--- config.mk ---
export PLATFORM = sky130hd
export DESIGN_NAME = acc_src_sel
export DESIGN_NICKNAME = d
export VERILOG_FILES = /design/src/rtl/acc_src_sel_pkg.sv /design/src/rtl/acc_src_sel_wait_timer.sv /design/src/rtl/acc_src_sel.sv
export SDC_FILE = /design/constraint.sdc
export NUM_CORES = 1
export LEC_CHECK = 0
export CORE_ASPECT_RATIO = 1.25
export CORE_MARGIN = 2
export CORE_UTILIZATION = 35
export DETAILED_ROUTE_END_ITERATION = 10
export PLACE_DENSITY = 0.72
export SETUP_SLACK_MARGIN = 0.15
export SLEW_MARGIN = 5
export SYNTH_ARGS = -nofsm -noshare
export SYNTH_HDL_FRONTEND = slang
export SYNTH_HIERARCHICAL = 1
export SYNTH_SLANG_ARGS = --single-unit
export TNS_END_PERCENT = 5
--- constraint.sdc ---
create_clock -name clk -period 2.8 [get_ports clk]
set_input_delay 0.84 -clock clk [delete_from_list [all_inputs] [get_ports clk]]
set_output_delay 0.84 -clock clk [all_outputs]
set_load 0.02 [all_outputs]
--- src/rtl/acc_src_sel_pkg.sv ---
// Shared types and constants for the accumulator source selector.
package acc_src_pkg;

    typedef enum logic [1:0] {
        IDLE = 2'd0,
        WAIT = 2'd1,
        OUT  = 2'd2
    } state_e;

    // Fixed channel assignment on the accumulator load path
    localparam int unsigned SRC_DATA_MEMORY = 0;
    localparam int unsigned SRC_EXT         = 1;
    localparam int unsigned SRC_ALU         = 2;

endpackage

--- src/rtl/acc_src_sel_wait_timer.sv ---
// Wait-cycle counter; expired_c flags the enabled cycle in which the count reaches TIMEOUT.
module wait_timer #(
    parameter int unsigned TIMEOUT   = 15,
    parameter int unsigned TMR_WIDTH = $clog2(TIMEOUT + 1)
) (
    input  logic clk,
    input  logic rst_n,
    input  logic clear_i,
    input  logic enable_i,
    output logic expired_c
);

    logic [TMR_WIDTH-1:0] cnt_q;

    always_ff @(posedge clk or negedge rst_n) begin
        if (!rst_n) begin
            cnt_q <= '0;
        end else if (clear_i) begin
            cnt_q <= '0;
        end else if (enable_i) begin
            cnt_q <= cnt_q + TMR_WIDTH'(1);
        end
    end

    assign expired_c = enable_i && (cnt_q == TMR_WIDTH'(TIMEOUT - 1));

endmodule

--- src/rtl/acc_src_sel.sv ---
// Registered, handshaked N-source selector feeding the accumulator register.
module acc_src_sel
    import acc_src_pkg::*;
#(
    parameter int unsigned DATA_WIDTH = 11,
    parameter int unsigned NUM_SRC    = 4,
    parameter int unsigned SEL_WIDTH  = $clog2(NUM_SRC),
    parameter int unsigned TIMEOUT    = 15,
    parameter int unsigned TMR_WIDTH  = $clog2(TIMEOUT + 1)
) (
    input  logic                          clk,
    input  logic                          rst_n,
    input  logic                          req,
    input  logic [SEL_WIDTH-1:0]          sel,
    input  logic [NUM_SRC*DATA_WIDTH-1:0] src_data,
    input  logic [NUM_SRC-1:0]            src_valid,
    output logic [DATA_WIDTH-1:0]         out_data,
    output logic                          out_valid,
    input  logic                          out_ready,
    output logic                          busy,
    output logic                          sel_err,
    output logic                          timeout
);

    state_e                state_q, state_d;
    logic [SEL_WIDTH-1:0]  sel_q, sel_d;
    logic [DATA_WIDTH-1:0] data_q, data_d;
    logic                  valid_q, valid_d;
    logic                  err_q, err_d;
    logic                  to_q, to_d;

    logic                  acc;
    logic [SEL_WIDTH-1:0]  sel_src;
    logic                  ch_hit;
    logic                  ch_valid;
    logic [DATA_WIDTH-1:0] ch_data;
    logic                  tmr_clr;
    logic                  tmr_en;
    logic                  tmr_expired;

    wait_timer #(
        .TIMEOUT   (TIMEOUT),
        .TMR_WIDTH (TMR_WIDTH)
    ) u_wait_timer (
        .clk       (clk),
        .rst_n     (rst_n),
        .clear_i   (tmr_clr),
        .enable_i  (tmr_en),
        .expired_c (tmr_expired)
    );

    always_comb begin
        busy    = (state_q == WAIT) || ((state_q == OUT) && !out_ready);
        acc     = req && !busy;
        sel_src = acc ? sel : sel_q;
    end

    // Channel lookup; an index with no matching channel leaves ch_hit low
    always_comb begin
        ch_hit   = 1'b0;
        ch_valid = 1'b0;
        ch_data  = '0;
        for (int unsigned i = 0; i < NUM_SRC; i++) begin
            if (sel_src == SEL_WIDTH'(i)) begin
                ch_hit   = 1'b1;
                ch_valid = src_valid[i];
                ch_data  = src_data[i*DATA_WIDTH +: DATA_WIDTH];
            end
        end
    end

    always_comb begin
        state_d = state_q;
        sel_d   = sel_q;
        data_d  = data_q;
        valid_d = valid_q;
        err_d   = 1'b0;
        to_d    = 1'b0;
        tmr_clr = 1'b0;
        tmr_en  = 1'b0;
        case (state_q)
            IDLE, OUT: begin
                if ((state_q == OUT) && out_ready) begin
                    state_d = IDLE;
                    valid_d = 1'b0;
                end
                if (acc) begin
                    sel_d   = sel;
                    tmr_clr = 1'b1;
                    if (!ch_hit) begin
                        err_d   = 1'b1;
                        valid_d = 1'b0;
                        state_d = IDLE;
                    end else if (ch_valid) begin
                        data_d  = ch_data;
                        valid_d = 1'b1;
                        state_d = OUT;
                    end else begin
                        valid_d = 1'b0;
                        state_d = WAIT;
                    end
                end
            end
            WAIT: begin
                // Capture takes priority over an expiring wait
                if (ch_valid) begin
                    data_d  = ch_data;
                    valid_d = 1'b1;
                    state_d = OUT;
                end else begin
                    tmr_en = 1'b1;
                    if (tmr_expired) begin
                        to_d    = 1'b1;
                        state_d = IDLE;
                    end
                end
            end
            default: begin
                valid_d = 1'b0;
                state_d = IDLE;
            end
        endcase
    end

    always_ff @(posedge clk or negedge rst_n) begin
        if (!rst_n) begin
            state_q <= IDLE;
            sel_q   <= '0;
            data_q  <= '0;
            valid_q <= 1'b0;
            err_q   <= 1'b0;
            to_q    <= 1'b0;
        end else begin
            state_q <= state_d;
            sel_q   <= sel_d;
            data_q  <= data_d;
            valid_q <= valid_d;
            err_q   <= err_d;
            to_q    <= to_d;
        end
    end

    assign out_data  = data_q;
    assign out_valid = valid_q;
    assign sel_err   = err_q;
    assign timeout   = to_q;

endmodule

# Yosys cells after proc, flatten, opt, wreduce, memory -nomap -nowiden

Index checks and enable logic that the tools add are counted.

Flip-flop bits (word level): 22
Logic and storage cells: 76

Add/subtract/negate cells: 1
Equality and inequality tests: 11
Multiplexer cells: 42
Reductions and logical operators: 15

Operators by type and width:

| operator              | number |
|---|---|
| $mux W11              | 7 |
| $mux W1               | 23 |
| $pmux W11 S2          | 1 |
| $mux W2               | 7 |
| $mux W4               | 2 |
| $eq A2 B2 Y1 const B  | 3 |
| $ne A2 B2 Y1 const B  | 3 |
| $ne A3 B3 Y1 const B  | 2 |
| $add A4 B1 Y4 const B | 1 |
| $eq A2 B1 Y1 const B  | 2 |
| $eq A4 B4 Y1 const B  | 1 |
| $logic_and A1 B1 Y1   | 4 |
| $logic_not A2 Y1      | 2 |
| $pmux W2 S2           | 1 |
| $reduce_and A2 Y1     | 2 |
| $reduce_bool A2 Y1    | 2 |
| $reduce_and A3 Y1     | 1 |
| $logic_not A1 Y1      | 2 |
| $pmux W1 S2           | 1 |
| $reduce_or A2 Y1      | 1 |
| $logic_or A1 B1 Y1    | 1 |

# Longest topological paths before layout

Depth in word-level cells: 17
Mapped depth: 11
Mapped depth without buffers: 10

# Cells and area by module

Netlist, hierarchy kept.

Modules (own cells, without submodules):

| module      | instances | cells each | area an instance (um2) | seq. area each (um2) |
|---|---|---|---|---|
| acc_src_sel | 1         | 117        | 1322.5                 | 450.4 |
| wait_timer  | 1         | 20         | 222.7                  | 100.1 |

# Least setup slack after synthesis

OpenSTA, ideal clock, no wires.

Path kind: input -> register
From: input port req
To: register u_wait_timer.cnt_q[3]
Data arrival time: 2.794 ns
Data required time: 2.675 ns
Path slack: -0.119 ns
Stages on the path: 9
Cells stage by stage: clkbuf_1 nor2_1 a311o_1 o21ai_0 nand3b_4 and2_1 nor2_1 nand4_1 mux2_4

Word-level cells in the longest chain between the ends: 10
Elaborated cells on any way between the ends: 16
Those cells by class: eq/ne (3); mux (10); reduce/logical (3)

Ends and longest elaborated chain:

| item                           | line                         | text |
|---|---|---|
| start, declared                | acc_src_sel.sv:13            | `input logic req,` |
| $logic_and A1 B1 Y1 *          | acc_src_sel.sv:54            | `acc = req && !busy;` |
| $mux W2 *                      | n/a                          |  |
| $logic_not A2 Y1               | acc_src_sel.sv:64            | `if (sel_src == SEL_WIDTH'(i)) begin` |
| $mux W1 (3 in a row)           | acc_src_sel.sv:64            |  |
| $mux W1 *                      | acc_src_sel.sv:64            |  |
| $mux W1 *                      | acc_src_sel.sv:106           | `if (ch_valid) begin` |
| $mux W1 *                      | acc_src_sel.sv:81            | `case (state_q)` |
| named net tmr_en               | acc_src_sel.sv:38            | `logic tmr_en;` |
| $reduce_bool A2 Y1 (no line) * | n/a                          |  |
| end signal, assigned           | acc_src_sel_wait_timer.sv:21 | `cnt_q <= cnt_q + TMR_WIDTH'(1);` |
| end, declared                  | acc_src_sel_wait_timer.sv:13 | `logic [TMR_WIDTH-1:0] cnt_q;` |

The timed path passes the listed nets; every way through them passes the cells marked *.
A chain may end at the register's enable or synchronous reset.

# Final worst setup path

Ends and elaborated chain as after synthesis.

==> results.yml <==
timing:
  fin_skew_ns: 0.00241
  worst_pin_slew_ns: 0.560
  fmax_mhz: 389
  tns_ns: 0
  setup_viol: 0
  slew_headroom: 0.625
  grt_setup_unrepaired: "false"
  post-route-period-util: 0.918
  slew_viol_final: 0
  period_needed_ns: 2.57
  hold_viol_final: 0
critical_path:
  cp_data_required_time_ns: 2.95
  crit_arrival_ns: 2.72
  worst-setup-path-type: "in -> reg"
  worst_setup_path_end_kind: "flip-flop"
  max_stage_delay_ns: 0.31
  slowest_stage: "mux2_4"
  path_cells: "dlygate4sd2_1 > buf_4 > and3b_2 > a211oi_4 > nand3_2 > and2_4 > nor2_4 > nand4_1 > mux2_4"
  crit_fanout: 5
  start_kind: "input port"
logic_synthesis:
  synth_cells: 137
  synth.top_cell.area_share: 0.356
  async_flop_share: 1.00
  synth_fp_nets: 193
  yosys_register_bits: 22
  syn_area_um2: 1550
  avgSynthCellArea_um2: 11.3
  ys_seq_area_frac: 0.356
  synth_most_common_cell: "mux2i_1"
  synth-edff-count: 0
  synth_area_leader_cell: "dfrtp_1"
  synth_ff_type: "dfrtp_1"
  synthTopCellsByArea: "dfrtp_1, mux2i_1, mux2_4"
  yosys-top-cells-count: "mux2i_1, dfrtp_1, mux2_4, nor2_1"
  synth.distinct_cells: 43
  ys_warn_count: 6
min_path:
  hold_class: "reg -> reg"
layout:
  area_growth_pct: 59.8
  instances_no_fill: 277
  diodes: 0
  nNetsFinal: 276
  drive_gt1_frac: 0.215
placed_design:
  place.gp.congestion: 0.844
  dpl.cell_count: 271
  port_buffers: 68
  dp.final_hpwl_um: 2810
clock_tree:
  cts_buffers: 3
  cts_buffer_depth: 2
  cts.hold.buffers_added: 0
  clk_pin_slew_ns: 0.08
  cts_tree: "done"
  clock-root-buffer: "clkbuf_8"
  clk_latency_ns: 0.26
  htree_num_levels: 1
  clkSinkCount: 22
grt:
  grt_pass1_vias: 1371
  antenna_found_initial: 0
  grt_max_degree: 23
  globalRoute.totalOverflow: 0
  grt_pass1_wl_um: 5840
  track_usage: 0.150
detailed_routing:
  vias_per_cell: 4.77
  initialDrtViolationCount: 35
  finalWirelength_um: 3500
  drt_first_pass_iters: 4
  drc_errors: 0
  via_count: 1321
  wl_per_cell_um: 12.6
  postRouteAntennaNets: 0
pwr:
  ir_drop_v: 0.000363
  power_density_nw_per_um2: 894
  p_total_w: 0.00221
  p_leak_nw: 1.14
die:
  ios: 69
  die_h_um: 78.3
  fp.dieW_um: 63.4
  rows: 27
  initial_core_util: 0.357
  fp.dieArea_um2: 4970
  fp.coreArea_um2: 4320
run_status:
  outcome: "complete, no violations"
flow_run:
  cap_violations: 0
## worst max-delay path, delay by kind of cell
family | cells | cell delay, ns
simple gates | 5 | 0.82
buf+inv | 2 | 0.44
mux | 1 | 0.31
compound gates | 1 | 0.30
## layout make-up
cell class / instances / area, um^2
well taps: 58 / 72.6
repair buffers: 85 / 816
clock buffers: 4 / 55.1
fillers: 426 / 1850
inverters: 3 / 11.3
flip-flops and latches: 22 / 551
multi-input cells: 105 / 965
## through the flow
step | setup WS [ns] | area [um^2] | utilization | hold WS [ns]
global placement | -0.270 | 2380 | 0.552 | 0.481
global route | 0.148 | 2470 | 0.571 | 0.530
floorplan | 0.150 | 1560 | - | 0.529
detailed placement | -0.334 | 2380 | 0.552 | 0.487
CTS | 0.156 | 2460 | 0.568 | 0.508
finish | 0.229 | 2470 | 0.571 | 0.504
## logic make-up after synthesis
logic type	after synthesis	share of synthesized area
muxes	46	0.333
adders and majority gates	2	0.0162
other	1	0.00243
and+or+nand+nor	36	0.145
DFF	22	0.356
xor gates and xnor gates	1	0.00567
buffers and inverters	10	0.0389
AOI/OAI and AO/OA	19	0.103
## state kept, by name, indices dropped and copies added, names as in the netlist
register            flops
timeout                 1
out_data               11
sel_q                   2
state_q                 2
sel_err                 1
u_wait_timer/cnt_q      4
out_valid               1
## power breakdown
part,internal [W],switching (W),leakage [nW]
logic,0.000804,0.000620,0.839
registers,0.000446,0.000113,0.272
clock network,0.000125,0.0000996,0.0288
total,0.00138,0.000833,1.14
## what timing repair did
item | CTS | global route
gates resized for setup | 12 | 2
buffers inserted | 1 | 1
endpoints found under the setup margin | 17 | 6
gates cloned | 0 | 0
pin swaps | 7 | 7
## path summary, 6_finish.rpt
kind,slack [ns],cells past startpoint,end,from
max in group asynchronous,1.65,2,state_q[0]$_DFFE_PN0P_,rst_n
min,0.50,1,out_data[6]$_DFFE_PN0P_,out_data[6]$_DFFE_PN0P_
min in group asynchronous,0.93,2,u_wait_timer/cnt_q[2]$_DFFE_PN0P_,rst_n
max,0.23,9,u_wait_timer/cnt_q[3]$_DFFE_PN0P_,req
max reg2reg,0.52,8,u_wait_timer/cnt_q[3]$_DFFE_PN0P_,state_q[0]$_DFFE_PN0P_
min reg2reg,0.50,1,out_data[6]$_DFFE_PN0P_,out_data[6]$_DFFE_PN0P_
## layer usage
metal / track usage / up-vias / routed length, um
li1: - / 659 / -
met1: 0.170 / 597 / 1400
met2: 0.248 / 61 / 1690
met3: 0.0645 / 4 / 373
met4: 0.0587 / 0 / 42
met5: 0 / - / 0
## cells in the final DEF (no fill, tap or decap), types with 3 or more instances in the layout
master | netlist | final
nor2_1 | 9 | 8
buf_4 | 0 | 16
dfrtp_1 | 22 | 22
mux2i_1 | 33 | 33
mux2_4 | 10 | 10
clkdlybuf4s50_1 | 0 | 64
inv_1 | 3 | 3
clkbuf_8 | 0 | 4
nor2b_1 | 3 | 3
o21ai_0 | 5 | 3
nand2_1 | 5 | 5
No activity file was read; power rests on OpenSTA's default activity.
